`src/rtl/usb_command_decoder.sv`:
```
// usb_command_decoder: decodes USB command packets into LED writes, buffer swaps and panel-select requests.
// Define CMD_ERROR_COUNT_EN to add the saturating error_count output.
module usb_command_decoder #(
  parameter int unsigned TIMEOUT_CYCLES = 50000
) (
  input  logic        clk,
  input  logic        reset_n,
  input  logic [7:0]  data_in,
  input  logic        command_write_enable,
  input  logic        clear_psr,
  output logic        panel_select_request,
  output logic [11:0] led_addr,
  output logic [23:0] led_data,
  output logic        led_we,
  output logic        swap_buffers,
  output logic        busy
`ifdef CMD_ERROR_COUNT_EN
  ,
  output logic [7:0]  error_count
`endif
);
  typedef enum logic [2:0] {IDLE, ADDR_HI, ADDR_LO, RED, GREEN, BLUE} state_t;
  localparam logic [23:0] TMO_LAST = 24'(TIMEOUT_CYCLES - 1);
  state_t state_q, state_d;
  logic [23:0] tmo_q, tmo_d;
  logic [11:0] addr_buf_q, addr_buf_d;
  logic [15:0] rg_q, rg_d;
  logic [11:0] led_addr_q, led_addr_d;
  logic [23:0] led_data_q, led_data_d;
  logic psr_q, psr_d, we_q, we_d, swap_q, swap_d;
  logic stb, idle, expire;
  always_comb begin
    stb = command_write_enable;
    idle = state_q == IDLE;
    expire = !idle && !stb && tmo_q == TMO_LAST;
    state_d = state_q;
    tmo_d = (idle || stb || expire) ? 24'd0 : tmo_q + 24'd1;
    addr_buf_d = addr_buf_q;
    rg_d = rg_q;
    led_addr_d = led_addr_q;
    led_data_d = led_data_q;
    we_d = 1'b0;
    swap_d = stb && idle && data_in == 8'hC0;
    psr_d = (stb && idle && data_in == 8'hB0) ? 1'b1 : clear_psr ? 1'b0 : psr_q;
    if (expire) state_d = IDLE;
    else if (stb)
      case (state_q)
        IDLE:    state_d = data_in == 8'hA0 ? ADDR_HI : IDLE;
        ADDR_HI: begin state_d = ADDR_LO; addr_buf_d[11:8] = data_in[3:0]; end
        ADDR_LO: begin state_d = RED; addr_buf_d[7:0] = data_in; end
        RED:     begin state_d = GREEN; rg_d[15:8] = data_in; end
        GREEN:   begin state_d = BLUE; rg_d[7:0] = data_in; end
        BLUE: begin
          state_d = IDLE;
          led_addr_d = addr_buf_q;
          led_data_d = {rg_q, data_in};
          we_d = 1'b1;
        end
        default: state_d = IDLE;
      endcase
  end
  always_ff @(posedge clk or negedge reset_n)
    if (!reset_n) begin
      state_q <= IDLE;
      tmo_q <= '0;
      addr_buf_q <= '0;
      rg_q <= '0;
      led_addr_q <= '0;
      led_data_q <= '0;
      psr_q <= 1'b0;
      we_q <= 1'b0;
      swap_q <= 1'b0;
    end else begin
      state_q <= state_d;
      tmo_q <= tmo_d;
      addr_buf_q <= addr_buf_d;
      rg_q <= rg_d;
      led_addr_q <= led_addr_d;
      led_data_q <= led_data_d;
      psr_q <= psr_d;
      we_q <= we_d;
      swap_q <= swap_d;
    end
  assign panel_select_request = psr_q;
  assign led_addr = led_addr_q;
  assign led_data = led_data_q;
  assign led_we = we_q;
  assign swap_buffers = swap_q;
  assign busy = state_q != IDLE;
`ifdef CMD_ERROR_COUNT_EN
  logic [7:0] err_cnt_q, err_cnt_d;
  logic err;
  // unknown header and timeout are mutually exclusive by state, so one increment suffices
  always_comb begin
    err = (stb && idle && data_in != 8'hA0 && data_in != 8'hB0 && data_in != 8'hC0) || expire;
    err_cnt_d = (err && err_cnt_q != 8'hFF) ? err_cnt_q + 8'd1 : err_cnt_q;
  end
  always_ff @(posedge clk or negedge reset_n)
    if (!reset_n) err_cnt_q <= '0;
    else err_cnt_q <= err_cnt_d;
  assign error_count = err_cnt_q;
`endif
endmodule

```
`config.mk`:
```
export PLATFORM = sky130hd
export DESIGN_NAME = usb_command_decoder
export DESIGN_NICKNAME = d
export VERILOG_FILES = /design/src/rtl/usb_command_decoder.sv
export SDC_FILE = /design/constraint.sdc
export NUM_CORES = 1
export LEC_CHECK = 0
export CAP_MARGIN = 30
export CORE_AREA = 2 2 86 88
export CTS_CLUSTER_DIAMETER = 60
export DETAILED_ROUTE_END_ITERATION = 6
export DIE_AREA = 0 0 88 90
export PLACE_DENSITY = 0.82
export SLEW_MARGIN = 5
export SYNTH_ARGS = -nofsm -noshare
export SYNTH_HDL_FRONTEND = slang
export SYNTH_SLANG_ARGS = --single-unit
```
`constraint.sdc`:
```
create_clock -name clk -period 2.65 [get_ports clk]
set_input_delay 0.53 -clock clk [delete_from_list [all_inputs] [get_ports clk]]
set_output_delay 0.53 -clock clk [all_outputs]
set_load 0.005 [all_outputs]
```
### Yosys cells after proc, flatten, opt, wreduce, memory -nomap -nowiden

Index checks and enable logic that the tools add are counted.

* $add $sub $neg: 1
* multipliers: 0
* div/mod/pow operators: 0
* $lt $le $gt $ge: 0
* equality and inequality tests: 9
* shift operators: 0
* mux-type cells: 10
* bitwise gates (word level): 1
* reductions and logical operators: 18

Operators by type and width (number)
* $add A24 B1 Y24 const B: 1
* $eq A24 B16 Y1 const B: 1
* $eq A8 B8 Y1 const B: 3
* $mux W24: 1
* $pmux W3 S5: 1
* $reduce_and A3 Y1: 5
* $eq A3 B2 Y1 const B: 2
* $eq A3 B3 Y1 const B: 2
* $mux W1: 6
* $mux W3: 2
* $logic_and A1 B1 Y1: 5
* $reduce_bool A2 Y1: 2
* $eq A3 B1 Y1 const B: 1
* $logic_not A3 Y1: 1
* $reduce_bool A3 Y1: 1
* $logic_not A1 Y1: 2
* $logic_or A1 B1 Y1: 2
* $not A1 Y1: 1

* register bits: 94
* latch bits: 0
* bits in writable memories: 0
* memory bits (read-only): 0
* input port bits: 12
* logic and storage cells: 50
* memories: 0

### Logic depth before layout (Yosys ltp)

* word-level depth: 6
* mapped depth: 6
* depth with buffers taken out: 5

### Least setup slack after synthesis

Ideal clock, no wire load.

* path kind: input port to flip-flop
* start point: input command_write_enable
* end point: register addr_buf_q[0]
* data arrival time: 1.762 ns
* data required time: 2.525 ns
* slack: 0.763 ns
* cell stages on the path: 4
* path through: buf_2 -> clkinv_1 -> nor4b_4 -> mux2_2

* word-level cells in the longest chain between the ends: 5

Ends and longest elaborated chain
* start, declared: line 9 `input logic command_write_enable,`
* $logic_not A1 Y1: line 35 `expire = !idle && !stb && tmo_q == TMO_LAST;`
* $logic_and A1 B1 Y1 (2 in series): line 35
* $not A1 Y1 (no source line)
* $reduce_and A3 Y1 (no source line) (*)
* end signal, assigned: line 76 `addr_buf_q <= addr_buf_d;`
* end, declared: line 26 `logic [11:0] addr_buf_q, addr_buf_d;`

Every way passes the cells marked *; elsewhere a longest branch is shown, timed or not.
A chain may end at the register's enable or synchronous reset.

### Worst setup path after layout

* start point: register tmo_q[7]
* end point: register tmo_q[13]

* word-level cells in the longest chain between the ends: 4
* elaborated cells on any way between the ends: 5
* those cells by class: add/sub (1); eq/ne (1); mux (1); reduce/logical (2)

Ends and longest elaborated chain
* start, declared: line 25 `logic [23:0] tmo_q, tmo_d;`
* start signal, assigned: line 75 `tmo_q <= tmo_d;`
* branches (longest 3 deep; another with $add A24 B1 Y24)
* $mux W24 (*): line 37 `tmo_d = (idle || stb || expire) ? 24'd0 : tmo_q + 24'd1;`
* named net tmo_d[13]: line 25

Mark *: on every way through the listed nets, which the timed path passes.

==> flow_summary.ini <==
[outcome]
outcome = finished clean

[synth]
syn_avg_cell_area_um2 = 10.57
ys_ff_latch = 94
netlist-cell-type-count = 41
seq_area_frac_synth = 0.5921
synth_cells = 376
synth_fp_nets = 389
yosysWarningCount = 0
syn_area_um2 = 3973

[die]
start_util = 0.5659
die-area_um2 = 7920
io_pins = 52
core_um2 = 7020
die_h_um = 90
die_x_um = 88
num_rows = 31

[placed_design]
dp_hpwl_mm = 5.614
io_buffers = 51
place_inst = 522
globalplace.congestion = 0.7763

[setup_path]
start_kind = flop
cp.arrival_ns = 2.46
crit_fanout = 22
crit_path_end_kind = flop
critPathKind = flop to flop
critPathRequiredTime_ns = 2.85

[detailed_routing]
avgRoutedWirePerCell_um = 15.14
dr.pass1.iters = 4
drt_iter0_drc = 194
viasPerCell = 5.398
drcViolationCount = 0
vias = 2904
ant_nets = 0
wirelength_mm = 8.146

[clock_tree]
clk_latency_ns = 0.36
cts_max_level = 3
post_cts_resize_count = 0
path_clk_slew_ns = 0.10
root_buffer = clkbuf_8
cts_hold_buffers = 0
post_cts_buffers = 0
clock-sinks = 94
cts_tree = done
clockBufferDepth = 2
numCtsBuffers = 9

[grt]
antenna_found_initial = 0
grt.total_usage = 0.2269
grt_first_pass_wirelength_mm = 13.98
grt_max_degree = 44
overflow = 0
grt_pass1_vias = 2904

[cells_and_area]
diodes = 0
seq_area_um2 = 2352
nFillCells = 530
nets = 447
stdcell_count = 538
area_growth_syn_to_layout_pct = 21.98
final_common_cell = nand2_1
layout_common_cells = 116 x nand2_1, 94 x dfrtp_1, 50 x clkdlybuf4s50_1
multi_input_area_um2 = 1510
drive_gt1_frac = 0.1481

[timing]
tns_ns = 0
rsz0062_at_grt = no
slew_headroom = 0.3788
max_freq_mhz = 442.0
slew_viol_final = 0
final.setup_skew_ns = 0.01055
fin_crit_ns = 2.263
finalCritPeriodShare = 0.8538
setup_viol = 0
hold_viol_final = 0
max_slew.worst_pin.slew_ns = 0.9291
hold-worst-slack_ns = 0.08569

[job]
maxCapViolCount = 0

[power]
p_leak_nw = 2.182
peakVddDrop_v = 0.0008301
p_per_area_nw_per_um2 = 901.4

[worst_hold_path]
hp-class = input pin to asynchronous set/reset pin
flip-flops by register name, summed over array words and instances (netlist names):
name,flops
led_data,24
tmo_q,24
rg_q,16
addr_buf_q,12
led_addr,12
state_q,3
led_we,1
panel_select_request,1
swap_buffers,1
Yosys cell counts (all sizes together):
master,instances,area share
xnor2,7,0.015
and3,4,0.0063
o311ai,1,0.0022
and2,1,0.0016
o2bb2ai,1,0.0022
or4,2,0.0050
nor3,3,0.0038
clkinv,2,0.0019
o22ai,1,0.0016
nand3b,1,0.0019
nand3,7,0.0088
nor4b,3,0.012
o31ai,1,0.0019
a21oi,7,0.0098
and4,5,0.011
nor4,8,0.016
inv,8,0.0076
nand4,10,0.017
xor2,7,0.015
dfrtp,94,0.59
buf,6,0.0088
o41ai,1,0.0022
or3,6,0.0094
o211ai,1,0.0031
clkbuf,10,0.0094
ha,1,0.0031
mux2,27,0.077
a211oi,2,0.0038
nand4b,4,0.0088
nand2,116,0.11
nor2,19,0.018
o21ai,10,0.013
worst max-delay path: stages, from the launching register on:
cell and delay (ns):
dfrtp_1 0.44, nand4b_1 0.18, or4_2 0.59, o211ai_2 0.76, nor2_1 0.13
cell families (layout without fill, tap and decap cells):
| group | count (synthesis) | in the layout | share of synthesized area |
|---|---|---|---|
| buffers and inverters | 26 | 89 | 0.02772 |
| XOR/XNOR | 14 | 14 | 0.03087 |
| AO/OA/AOI/OAI | 25 | 25 | 0.03937 |
| adder cells (fa/ha/maj) | 1 | 1 | 0.003149 |
| flip-flops | 94 | 94 | 0.5921 |
| AND/OR/NAND/NOR | 189 | 189 | 0.2302 |
| multiplexers | 27 | 27 | 0.07654 |
worst paths after layout:
path	startpoint	end	slack, ns	depth (start not counted)
setup / recovery	tmo_q[7]$_DFF_PN0_	tmo_q[13]$_DFF_PN0_	0.39	4
hold / removal	reset_n	led_data[2]$_DFFE_PN0P_	0.09	1
setup reg to reg	tmo_q[7]$_DFF_PN0_	tmo_q[13]$_DFF_PN0_	0.39	4
hold reg to reg	addr_buf_q[1]$_DFFE_PN0P_	led_addr[1]$_DFFE_PN0P_	0.47	2
max in group asynchronous	reset_n	rg_q[2]$_DFFE_PN0P_	1.92	2
min in group clk	addr_buf_q[1]$_DFFE_PN0P_	led_addr[1]$_DFFE_PN0P_	0.47	2
routing by layer:
metal	track usage	routed length [µm]	vias to the layer above
li1	-	-	1393
met1	0.3277	3813	1427
met2	0.3428	3833	68
met3	0.04775	335	16
met4	0.07692	164	0
met5	0	0	-
power by group:
group / leakage [nW] / internal, W / total (W) / switching, W
registers: 1.23 / 0.00188 / 0.00218 / 0.000292
logic: 0.847 / 0.000730 / 0.00120 / 0.000470
clock network: 0.101 / 0.000475 / 0.000992 / 0.000517
total: 2.18 / 0.00309 / 0.00437 / 0.00128
per-stage QoR:
stage	cell area (µm²)	utilization	total power (W)	setup slack, ns
final	4846	0.6903	0.004368	0.3874
after global routing	4846	0.6903	0.004641	0.2088
after CTS	4846	0.6903	0.004404	0.3633
after detailed placement	4634	0.6601	0.003414	0.2564
after global placement	4634	0.6601	0.003347	0.3270
after floorplan	3973	-	0.002727	0.7632
final cells by class:
cell class                      count  share of cell area
Inverter                           10            0.007746
Clock buffer                       10             0.02840
Timing Repair Buffer               63              0.1260
Tap cell                           99             0.02556
Clock inverter                      6             0.01523
Multi-Input combinational cell    256              0.3116
Sequential cell                    94              0.4854
Note: power is estimated with default switching activity, not from simulation.
